<file path="src/rtl/trng_pkg.sv">
// Shared TRNG definitions: sequencer state encoding and default sizing.
package trng_pkg;

    localparam int unsigned DEF_SEED_W      = 17;
    localparam int unsigned DEF_INIT_CYCLES = 64;
    localparam int unsigned DEF_WORD_W      = 16;
    localparam int unsigned OVR_CNT_W       = 8;

    typedef enum logic [1:0] {
        IDLE = 2'd0,
        LOAD = 2'd1,
        INIT = 2'd2,
        RUN  = 2'd3
    } seq_state_t;

endpackage

</file>
<file path="src/rtl/nlfsr_seq_ctrl_if.sv">
// Valid/ready word port of the NLFSR sequencer.
//   out_data  : head word of the output buffer
//   out_valid : buffer not empty
//   out_ready : consumer accepts the head word
// master = producer (sequencer), slave = consumer.
interface nlfsr_seq_ctrl_if
    import trng_pkg::*;
#(
    parameter int unsigned WORD_W = DEF_WORD_W
) ();

    logic [WORD_W-1:0] out_data;
    logic              out_valid;
    logic              out_ready;

    modport master (output out_data, output out_valid, input out_ready);
    modport slave  (input out_data, input out_valid, output out_ready);

endinterface

</file>
<file path="src/rtl/trng_word_fifo2.sv">
// Two-entry word FIFO with flush. A push while full is dropped (drop pulse)
// unless a pop happens in the same cycle.
// Ports: clk, rst_n, flush, push/push_data, pop_ready,
//        head_data/head_valid (registered), drop (same-cycle pulse).
module trng_word_fifo2
    import trng_pkg::*;
#(
    parameter int unsigned WIDTH = DEF_WORD_W
) (
    input  logic             clk,
    input  logic             rst_n,
    input  logic             flush,
    input  logic             push,
    input  logic [WIDTH-1:0] push_data,
    input  logic             pop_ready,
    output logic [WIDTH-1:0] head_data,
    output logic             head_valid,
    output logic             drop
);

    logic [WIDTH-1:0] e0_q, e0_d, e1_q, e1_d;
    logic [1:0]       cnt_q, cnt_d;
    logic             valid_q, valid_d;
    logic             pop_c;

    // Entry 0 is always the head; entries shift down on pop.
    always_comb begin
        e0_d   = e0_q;
        e1_d   = e1_q;
        cnt_d  = cnt_q;
        drop   = 1'b0;
        pop_c  = valid_q & pop_ready;
        if (flush) begin
            e0_d  = '0;
            e1_d  = '0;
            cnt_d = 2'd0;
        end else begin
            case ({push, pop_c})
                2'b10: begin
                    if (cnt_q == 2'd0) begin
                        e0_d  = push_data;
                        cnt_d = 2'd1;
                    end else if (cnt_q == 2'd1) begin
                        e1_d  = push_data;
                        cnt_d = 2'd2;
                    end else begin
                        drop = 1'b1;
                    end
                end
                2'b01: begin
                    e0_d  = e1_q;
                    e1_d  = '0;
                    cnt_d = cnt_q - 2'd1;
                end
                2'b11: begin
                    if (cnt_q == 2'd1) begin
                        e0_d = push_data;
                    end else begin
                        e0_d = e1_q;
                        e1_d = push_data;
                    end
                end
                default: ;
            endcase
        end
        valid_d = (cnt_d != 2'd0);
    end

    always_ff @(posedge clk or negedge rst_n) begin
        if (!rst_n) begin
            e0_q    <= '0;
            e1_q    <= '0;
            cnt_q   <= 2'd0;
            valid_q <= 1'b0;
        end else begin
            e0_q    <= e0_d;
            e1_q    <= e1_d;
            cnt_q   <= cnt_d;
            valid_q <= valid_d;
        end
    end

    assign head_data  = e0_q;
    assign head_valid = valid_q;

endmodule

</file>
<file path="src/rtl/nlfsr_seq_ctrl.sv">
// NLFSR driving-side sequencer: serial seed load, init mixing, then packs
// the a0 stream LSB-first into words delivered through a 2-entry buffer.
// Ports: clk, rst_n, start/seed, stop, load/init/d1 (NLFSR pins), a0,
//        busy, ovr (sticky overrun), out_if (valid/ready word port),
//        ovr_cnt (saturating drop count, only with NLFSR_SEQ_OVR_CNT_EN).
module nlfsr_seq_ctrl
    import trng_pkg::*;
#(
    parameter int unsigned SEED_W      = DEF_SEED_W,
    parameter int unsigned INIT_CYCLES = DEF_INIT_CYCLES,
    parameter int unsigned WORD_W      = DEF_WORD_W
) (
    input  logic              clk,
    input  logic              rst_n,
    input  logic              start,
    input  logic [SEED_W-1:0] seed,
    input  logic              stop,
    output logic              load,
    output logic              init,
    output logic              d1,
    input  logic              a0,
    output logic              busy,
    output logic              ovr,
`ifdef NLFSR_SEQ_OVR_CNT_EN
    output logic [OVR_CNT_W-1:0] ovr_cnt,
`endif
    nlfsr_seq_ctrl_if.master  out_if
);

    localparam int unsigned CNT_MAX = (SEED_W > INIT_CYCLES) ? SEED_W : INIT_CYCLES;
    localparam int unsigned CNT_W   = $clog2(CNT_MAX + 1);
    localparam int unsigned BIT_W   = $clog2(WORD_W);

    seq_state_t        state_q, state_d;
    logic [CNT_W-1:0]  cnt_q, cnt_d;
    logic [SEED_W-1:0] sr_q, sr_d;
    logic [BIT_W-1:0]  bitcnt_q, bitcnt_d;
    logic [WORD_W-1:0] pack_q, pack_d;
    logic              load_q, load_d, init_q, init_d, d1_q, d1_d;
    logic              busy_q, busy_d, ovr_q, ovr_d;
    logic              push_c, flush_c, drop_c;
    logic [WORD_W-1:0] word_c;
    logic [WORD_W-1:0] head_data;
    logic              head_valid;

    // Next-state, pin drive and packer.
    always_comb begin
        state_d  = state_q;
        cnt_d    = cnt_q;
        sr_d     = sr_q;
        bitcnt_d = bitcnt_q;
        pack_d   = pack_q;
        load_d   = 1'b0;
        init_d   = 1'b0;
        d1_d     = 1'b0;
        push_c   = 1'b0;
        flush_c  = 1'b0;
        word_c   = pack_q;
        case (state_q)
            IDLE: begin
                if (start) begin
                    state_d = LOAD;
                    cnt_d   = '0;
                    // seed[0] goes out with this edge; the rest is queued.
                    sr_d    = seed >> 1;
                    load_d  = 1'b1;
                    d1_d    = seed[0];
                    flush_c = 1'b1;
                end
            end
            LOAD: begin
                if (cnt_q == CNT_W'(SEED_W - 1)) begin
                    state_d = INIT;
                    cnt_d   = '0;
                    init_d  = 1'b1;
                end else begin
                    cnt_d  = cnt_q + CNT_W'(1);
                    load_d = 1'b1;
                    d1_d   = sr_q[0];
                    sr_d   = sr_q >> 1;
                end
            end
            INIT: begin
                if (cnt_q == CNT_W'(INIT_CYCLES - 1)) begin
                    state_d = RUN;
                    cnt_d   = '0;
                end else begin
                    cnt_d  = cnt_q + CNT_W'(1);
                    init_d = 1'b1;
                end
            end
            RUN: begin
                pack_d[bitcnt_q] = a0;
                if (bitcnt_q == BIT_W'(WORD_W - 1)) begin
                    push_c   = 1'b1;
                    word_c   = pack_d;
                    pack_d   = '0;
                    bitcnt_d = '0;
                end else begin
                    bitcnt_d = bitcnt_q + BIT_W'(1);
                end
                // A word completing on the stop cycle has already been pushed.
                if (stop) begin
                    state_d  = IDLE;
                    bitcnt_d = '0;
                    pack_d   = '0;
                end
            end
            default: state_d = IDLE;
        endcase
        busy_d = (state_d != IDLE);
    end

    // Sticky overrun flag; kept apart from the FSM block since drop depends on push.
    always_comb begin
        ovr_d = ovr_q;
        if (flush_c) begin
            ovr_d = 1'b0;
        end else if (drop_c) begin
            ovr_d = 1'b1;
        end
    end

    always_ff @(posedge clk or negedge rst_n) begin
        if (!rst_n) begin
            state_q  <= IDLE;
            cnt_q    <= '0;
            sr_q     <= '0;
            bitcnt_q <= '0;
            pack_q   <= '0;
            load_q   <= 1'b0;
            init_q   <= 1'b0;
            d1_q     <= 1'b0;
            busy_q   <= 1'b0;
            ovr_q    <= 1'b0;
        end else begin
            state_q  <= state_d;
            cnt_q    <= cnt_d;
            sr_q     <= sr_d;
            bitcnt_q <= bitcnt_d;
            pack_q   <= pack_d;
            load_q   <= load_d;
            init_q   <= init_d;
            d1_q     <= d1_d;
            busy_q   <= busy_d;
            ovr_q    <= ovr_d;
        end
    end

`ifdef NLFSR_SEQ_OVR_CNT_EN
    logic [OVR_CNT_W-1:0] ovr_cnt_q, ovr_cnt_d;

    // Saturating count of dropped words.
    always_comb begin
        ovr_cnt_d = ovr_cnt_q;
        if (flush_c) begin
            ovr_cnt_d = '0;
        end else if (drop_c && (ovr_cnt_q != '1)) begin
            ovr_cnt_d = ovr_cnt_q + OVR_CNT_W'(1);
        end
    end

    always_ff @(posedge clk or negedge rst_n) begin
        if (!rst_n) begin
            ovr_cnt_q <= '0;
        end else begin
            ovr_cnt_q <= ovr_cnt_d;
        end
    end

    assign ovr_cnt = ovr_cnt_q;
`endif

    trng_word_fifo2 #(.WIDTH(WORD_W)) u_fifo (
        .clk        (clk),
        .rst_n      (rst_n),
        .flush      (flush_c),
        .push       (push_c),
        .push_data  (word_c),
        .pop_ready  (out_if.out_ready),
        .head_data  (head_data),
        .head_valid (head_valid),
        .drop       (drop_c)
    );

    assign out_if.out_data  = head_data;
    assign out_if.out_valid = head_valid;
    assign load = load_q;
    assign init = init_q;
    assign d1   = d1_q;
    assign busy = busy_q;
    assign ovr  = ovr_q;

endmodule
</file>
<file path="src/flat_wrapper.sv">
// flat-port wrapper written by rule: the top's interface ports become plain ports
module nlfsr_seq_ctrl_flat import trng_pkg::*;
#(
    parameter int unsigned SEED_W      = DEF_SEED_W,
    parameter int unsigned INIT_CYCLES = DEF_INIT_CYCLES,
    parameter int unsigned WORD_W      = DEF_WORD_W
)
  (clk, rst_n, start, seed, stop, load, init, d1, a0, busy, ovr, out_if_out_data, out_if_out_valid, out_if_out_ready);
  nlfsr_seq_ctrl_if #(.WORD_W(WORD_W)) out_if_i ();
  input  logic clk;
  input  logic rst_n;
  input  logic start;
  input  logic [SEED_W-1:0] seed;
  input  logic stop;
  output logic load;
  output logic init;
  output logic d1;
  input  logic a0;
  output logic busy;
  output logic ovr;
  output wire logic [$bits(out_if_i.out_data)-1:0] out_if_out_data;
  output wire logic [$bits(out_if_i.out_valid)-1:0] out_if_out_valid;
  input wire logic [$bits(out_if_i.out_ready)-1:0] out_if_out_ready;
  assign out_if_out_data = out_if_i.out_data;
  assign out_if_out_valid = out_if_i.out_valid;
  assign out_if_i.out_ready = out_if_out_ready;
  nlfsr_seq_ctrl #(.SEED_W(SEED_W), .INIT_CYCLES(INIT_CYCLES), .WORD_W(WORD_W)) u_core (.clk(clk), .rst_n(rst_n), .start(start), .seed(seed), .stop(stop), .load(load), .init(init), .d1(d1), .a0(a0), .busy(busy), .ovr(ovr), .out_if(out_if_i));
endmodule
</file>
<file path="config.mk">
export PLATFORM = sky130hd
export DESIGN_NAME = nlfsr_seq_ctrl_flat
export DESIGN_NICKNAME = d
export VERILOG_FILES = /design/src/rtl/trng_pkg.sv /design/src/rtl/nlfsr_seq_ctrl_if.sv /design/src/rtl/trng_word_fifo2.sv /design/src/rtl/nlfsr_seq_ctrl.sv /design/src/flat_wrapper.sv
export SDC_FILE = /design/constraint.sdc
export NUM_CORES = 1
export LEC_CHECK = 0
export ABC_CLOCK_PERIOD_IN_PS = 3200
export BUFFER_PORTS_ARGS = -buffer_cell sky130_fd_sc_hd__buf_2
export CORE_MARGIN = 2
export CORE_UTILIZATION = 31
export DETAILED_ROUTE_END_ITERATION = 8
export GPL_ROUTABILITY_DRIVEN = 0
export SYNTH_ARGS = -nofsm -noshare
export SYNTH_HDL_FRONTEND = slang
export SYNTH_SLANG_ARGS = --single-unit
</file>
<file path="constraint.sdc">
create_clock -name clk -period 3.2 [get_ports clk]
set_clock_uncertainty 0.1 [all_clocks]
set_input_delay 0.32 -clock clk [delete_from_list [all_inputs] [get_ports clk]]
set_output_delay 0.32 -clock clk [all_outputs]
set_load 0.1 [all_outputs]
</file>
# == Word level (Yosys, flattened, before mapping) ==
# Cells that the tools add are included.
# Widths: inputs -> output; s select.
# op_classes
n_addsub,3
n_eq_ne,15
n_mux,51
bitwise,1
n_lt_le_gt_ge,2
n_reduce_logical,13
# ops
op,n
$mux 16,10
$pmux 16 s3,2
$mux 17,2
$pmux 17 s2,1
$mux 7,3
$pmux 7 s3,1
$bwmux 16,1
$mux 1,16
$mux 2,7
$ne 3x2->1 const B,3
$eq 2x2->1 const B,4
$mux 4,2
$pmux 2 s4,1
$reduce_bool 2->1,4
$add 7x1->7 const B,1
$eq 7x5->1 const B,1
$eq 7x6->1 const B,1
$eq 2x1->1 const B,3
$pmux 1 s2,3
$reduce_and 3->1,2
$lt 4x5->1 const B,1
$add 4x1->4 const B,1
$demux 1 s4,1
$eq 4x4->1 const B,1
other kinds (10),13
# totals
output_inout_bits,22
register_bits,86
word_cells,99

# == Depth between registers and ports, before layout ==
# depth
ltp_word,11
depth_mapped,11
depth_no_buf,7

# == Hierarchy ==
# From an unflattened synthesis, not the netlist that was laid out.
# unflattened
hier_cells,465
area_unflattened_um2,4611.9
# modules_own_cells
module,area_per_inst_um2,cells_each,n_inst
nlfsr_seq_ctrl,2682.6,293,1
trng_word_fifo2,1929.4,172,1

# == Least setup slack after synthesis ==
# No wires, ideal clock.
# synth_path
path_kind,reg2reg
start,register u_core.u_fifo.valid_q (netlist: u_core.u_fifo.head_valid)
end,register u_core.u_fifo.e0_q[0] (netlist: u_core.u_fifo.head_data[0])
setup_ps,83
arrival_ps,2807
period_less_slack_ps,2990
path_stages_with_launch,12
path_slack_ps,210
path_cell_list,dfrtp_1 buf_4 and2_4 buf_8 inv_4 buf_2 ha_1 and2_1 nor3_2 buf_2 nand2_1 o21ai_0
# synth_via
elab_chain_cells,4
word_cells_on_any_way,9
classes_between,4 x eq/ne; 2 x mux; 1 x bitwise; 2 x reduce/logical
# synth_lines
item,line_no,text
start: declaration,trng_word_fifo2.sv:23,"logic valid_q, valid_d;"
start signal: assignment,trng_word_fifo2.sv:79,valid_q <= valid_d;
$and 1x1->1 (*),trng_word_fifo2.sv:32,pop_c = valid_q & pop_ready;
$eq 2x2->1 or $eq 2x1->1 (tied branches),trng_word_fifo2.sv:38,"case ({push, pop_c})"
"$pmux 16 s3, or another cell as far along",trng_word_fifo2.sv:38,
$mux 16 or $reduce_and 2->1 (tied branches),--,
end signal: assignment,trng_word_fifo2.sv:71,e0_q <= '0;
end signal: assignment,trng_word_fifo2.sv:76,e0_q <= e0_d;
end: declaration,trng_word_fifo2.sv:21,"logic [WIDTH-1:0] e0_q, e0_d, e1_q, e1_d;"
# Every way passes the cells marked *; elsewhere a longest branch is shown, timed or not.
# A chain may end at the register's enable or synchronous reset.

# == Worst setup path in the final report ==
# layout_path
start,register u_core.bitcnt_q[0]
end,register u_core.u_fifo.e0_q[15] (netlist: u_core.u_fifo.head_data[15])
# layout_via
elab_chain_cells,10
word_cells_on_any_way,21
classes_between,2 x order compare; 5 x eq/ne; 11 x mux; 3 x reduce/logical
# layout_lines
item,line_no,text
start: declaration,nlfsr_seq_ctrl.sv:37,"logic [BIT_W-1:0] bitcnt_q, bitcnt_d;"
start signal: assignment,nlfsr_seq_ctrl.sv:140,bitcnt_q <= bitcnt_d;
$lt 4x5->1 (implied by the code) or $ge 4x1->1 (tied branches),nlfsr_seq_ctrl.sv:93,pack_d[bitcnt_q] = a0;
$logic_and 1x1->1 (implied by the code),nlfsr_seq_ctrl.sv:93,
$mux 1 (implied by the code),nlfsr_seq_ctrl.sv:93,
$demux 1 s4,--,
$bwmux 16,nlfsr_seq_ctrl.sv:93,
$mux 16,nlfsr_seq_ctrl.sv:94,if (bitcnt_q == BIT_W'(WORD_W - 1)) begin
$mux 16,nlfsr_seq_ctrl.sv:59,case (state_q)
"$mux 16, on equally long branches",--,
$pmux 16 s3,trng_word_fifo2.sv:38,
$mux 16,trng_word_fifo2.sv:33,if (flush) begin
# Several ways; a longest one is shown, not always the timed one. The select of a mux whose other input is x is not followed.

==> impl_results.md <==
- Yosys reg bits: 85
- Boundary Pins: 45
- Post-Syn Instances: 491
- Initial Utilization: 0.315
- Drt pass-1 iters: 9
- Syn. warnings: 0
- Actual slew at the worst max-slew pin: 907 ps
- Post-Syn Nets: 530
- Share of cells above drive strength 1: 0.213
- Req. time, crit path: 3350 ps
- Top delay family on crit path: simple AND/OR/NAND/NOR gates
- HPWL after DPL: 7.74 mm
- # DRC: 0
- CTS root buf: clkbuf_16
- CTS tree: built
- VDD IR-drop max: 305 µV
- Post-cts sizing count: 0
- Largest net degree at the start of global routing: 57
- Kind of end point of the critical path: flip-flop
- PD cells: 424 nW/µm²
- Period utilization: 0.814
- Crit-path max cell delay: 380 ps
- Static leakage: 0.00228 µW
- Num CTS Buffers: 9
- Port Buffers: 44
- Grt total ovfl: 0
- Die width: roughly 130 µm
- Sequential-to-total area share from yosys stat: 0.447
- Worst hold path class: in -> reg
- Post-layout util: 0.361
- Number of flops mapped to enable cells by yosys: 0
- Die height: around 130 µm
- Nets: 565
- Layout overhead on the synthesized area: 14.5%
- Ant diodes: 0
- Crit-path cells: ha_1, and4_1, ha_1, and3b_1, nor3_2, buf_4, a221oi_1, a22oi_1
- Crit path time final: 2610 ps
- Setup WS post-layout: 594 ps
- Setup CP Type: reg -> reg
- Clock H-tree levels: 3
- Startpoint types: flip-flop
- Syn avg cell area: roughly 9.7 µm²
- Worst slack at placement: roughly 600 ps
- Final Hold Vio Count: 0
- Hold Path Stages: 3
- Setup repair bufs after CTS: 0
- Routed vias/inst: about 5.4
- Clock slew seen by the registers of the worst setup and hold paths: around 60 ps
- Peak Freq: 384 MHz
- Via count: around 3900
- Max Transition Viols Final: 0
- Setup TNS: 0 ps
- Core Footprint: 15100 µm²
- Die area: 16400 µm²
- DRT iter0 DRCs: between 300 and 400
- RSZ-0062 raised after global routing: false
- Site row count: 45
- Slew headroom: 0.395
- Slowest CP cell: dfrtp_1
- Data arrival, critical path: 2750 ps
- WL final: 11.0 mm
- Antenna Nets Post-Route: 0
- Main synth FF type: dfrtp_1
- Worst hold slack: 123 ps
- First-pass GRT wire length: between 15 and 20 mm
- R2R cell count: 8
- Vias in the first global route: 3630
- All-Layer GR Usage: 0.140
- Post-Layout Cell Count: 719
- WL per Instance: 15.3 µm
- CP max FO: 14
- Status: finished, final reports clean
- Yosys cell types: 62
- Max cap viols: 0
- Critical Path Stages: 8
- Initial antenna violation count: 1
- Finish-stage setup viols: 0
- Dpl cells: 702
- Worst-case clock buffer depth: 2
- Critical path buffers and inverters: 1
- Most frequent CP cell: ha_1
- CTS Sinks: 85
- Worst-Skew Late Latency: 330 ps
- Async set or reset register ratio after synthesis: 1.00
- Synth Cell Area: 4760 µm²
metrics by stage:
step                total power (µW)  instance area, µm²
floorplan                       1140                4760
global placement                1180                5100
detailed placement              1180                5100
CTS                             2350                5450
global route                    2400                5450
finish                          2310                5450
synth_stat cells, types with 2 or more instances:
| cell type | number | share of area |
|---|---|---|
| nand3b_1 | 2 | 0.0032 |
| or2_2 | 3 | 0.0039 |
| nor2b_1 | 5 | 0.0066 |
| inv_1 | 18 | 0.014 |
| nand3_1 | 26 | 0.027 |
| dfrtp_1 | 85 | 0.45 |
| a22oi_2 | 9 | 0.024 |
| a31oi_1 | 2 | 0.0026 |
| o21ai_0 | 48 | 0.050 |
| a21oi_2 | 15 | 0.028 |
| o2111ai_1 | 3 | 0.0055 |
| nor2_1 | 43 | 0.034 |
| and2_1 | 6 | 0.0079 |
| nor3_1 | 6 | 0.0063 |
| nor4_1 | 3 | 0.0039 |
| a222oi_1 | 12 | 0.025 |
| o211ai_1 | 11 | 0.017 |
| buf_4 | 5 | 0.0079 |
| a21oi_1 | 11 | 0.012 |
| mux2i_1 | 16 | 0.034 |
| a21bo_2 | 2 | 0.0042 |
| clkbuf_1 | 14 | 0.011 |
| mux2_2 | 2 | 0.0047 |
| ha_1 | 16 | 0.042 |
| o21ai_1 | 4 | 0.0042 |
| and2_4 | 2 | 0.0037 |
| a22oi_1 | 5 | 0.0079 |
| and3_1 | 4 | 0.0053 |
| a21boi_0 | 2 | 0.0032 |
| o2bb2ai_1 | 11 | 0.020 |
| nand2b_1 | 3 | 0.0039 |
| a221o_1 | 3 | 0.0063 |
| nand2_1 | 52 | 0.041 |
| buf_2 | 6 | 0.0063 |
| buf_6 | 5 | 0.012 |
| a22o_1 | 5 | 0.0092 |
where the power goes:
| part | internal [µW] | switching (µW) |
|---|---|---|
| clock network | 712 | 437 |
| registers | 1080 | 7.28 |
| logic | 24.8 | 44.0 |
| total | 1820 | 488 |
repair_timing:
action | CTS | global route
hold buffers | 1 | 0
endpoints found under the setup margin | 0 | 0
hold endpoints to repair | 54 | 0
sequential cells by signal (all words and copies together), names as in the netlist:
register,cells
u_core.ovr,1
u_core.d1,1
u_core.sr_q,16
u_core.state_q,2
u_core.busy,1
u_core.u_fifo.cnt_q,2
u_core.u_fifo.head_valid,1
u_core.u_fifo.head_data,16
u_core.cnt_q,7
u_core.init,1
u_core.pack_q,16
u_core.bitcnt_q,4
u_core.load,1
u_core.u_fifo.e1_q,16
cells in the final DEF, fill, tap and decap left out, types with 6 or more instances in the layout:
master     synthesis  layout
ha_1              16      16
o21ai_0           48      48
o2bb2ai_1         11      11
a21oi_1           11      11
inv_1             18      18
nand2_1           52      52
nor2_1            43      43
nand3_1           26      26
a222oi_1          12      12
clkbuf_16          0       9
a21oi_2           15      15
dfrtp_1           85      85
buf_2              6      43
and2_1             6       6
nor3_1             6       6
o211ai_1          11      11
a22oi_2            9       9
buf_4              5      12
mux2i_1           16      16
worst register-to-register path, stage by stage (launching register included):
cell and delay (ps):
dfrtp_1 380, ha_1 320, and4_1 380, ha_1 330, and3b_1 250, nor3_2 250, buf_4 260, a221oi_1 100
a22oi_1 160
cell families after synthesis:
| group | Yosys count | share of synthesized area |
|---|---|---|
| muxes | 18 | 0.0384 |
| and+or+nand+nor | 162 | 0.161 |
| buffers and inverters | 52 | 0.0573 |
| adders and majority gates | 16 | 0.0421 |
| DFF | 85 | 0.447 |
| AOI/OAI and AO/OA | 158 | 0.254 |
layout make-up:
type	instances	area (µm²)
Inverter	20	77.6
Clock buffer	10	239
Sequential cell	85	2130
Fill cell	1535	9640
Timing Repair Buffer	56	315
Tap cell	188	235
Clock inverter	6	93.8
Multi-Input combinational cell	354	2360
worst paths after layout:
kind	end	from	slack, ps
max	u_core.u_fifo.head_data[15]$_DFFE_PN0P_	u_core.bitcnt_q[0]$_DFFE_PN0P_	590
min	u_core.sr_q[15]$_DFFE_PN0P_	seed[16]	120
max reg2reg	u_core.u_fifo.head_data[15]$_DFFE_PN0P_	u_core.bitcnt_q[0]$_DFFE_PN0P_	590
min reg2reg	u_core.u_fifo.head_data[4]$_DFFE_PN0P_	u_core.u_fifo.head_data[4]$_DFFE_PN0P_	370
max in group asynchronous	u_core.pack_q[7]$_DFFE_PN0P_	rst_n	1820
min in group asynchronous	u_core.u_fifo.head_data[0]$_DFFE_PN0P_	rst_n	490
per-layer routing:
layer | part of all wire | track usage | routed length [µm]
met4 | 0.0073 | 0.0310 | 80
met1 | 0.47 | 0.195 | 5210
met2 | 0.46 | 0.222 | 5110
met3 | 0.056 | 0.0346 | 619
met5 | 0 | 0 | 0
Note: power is estimated with default switching activity, not from simulation.
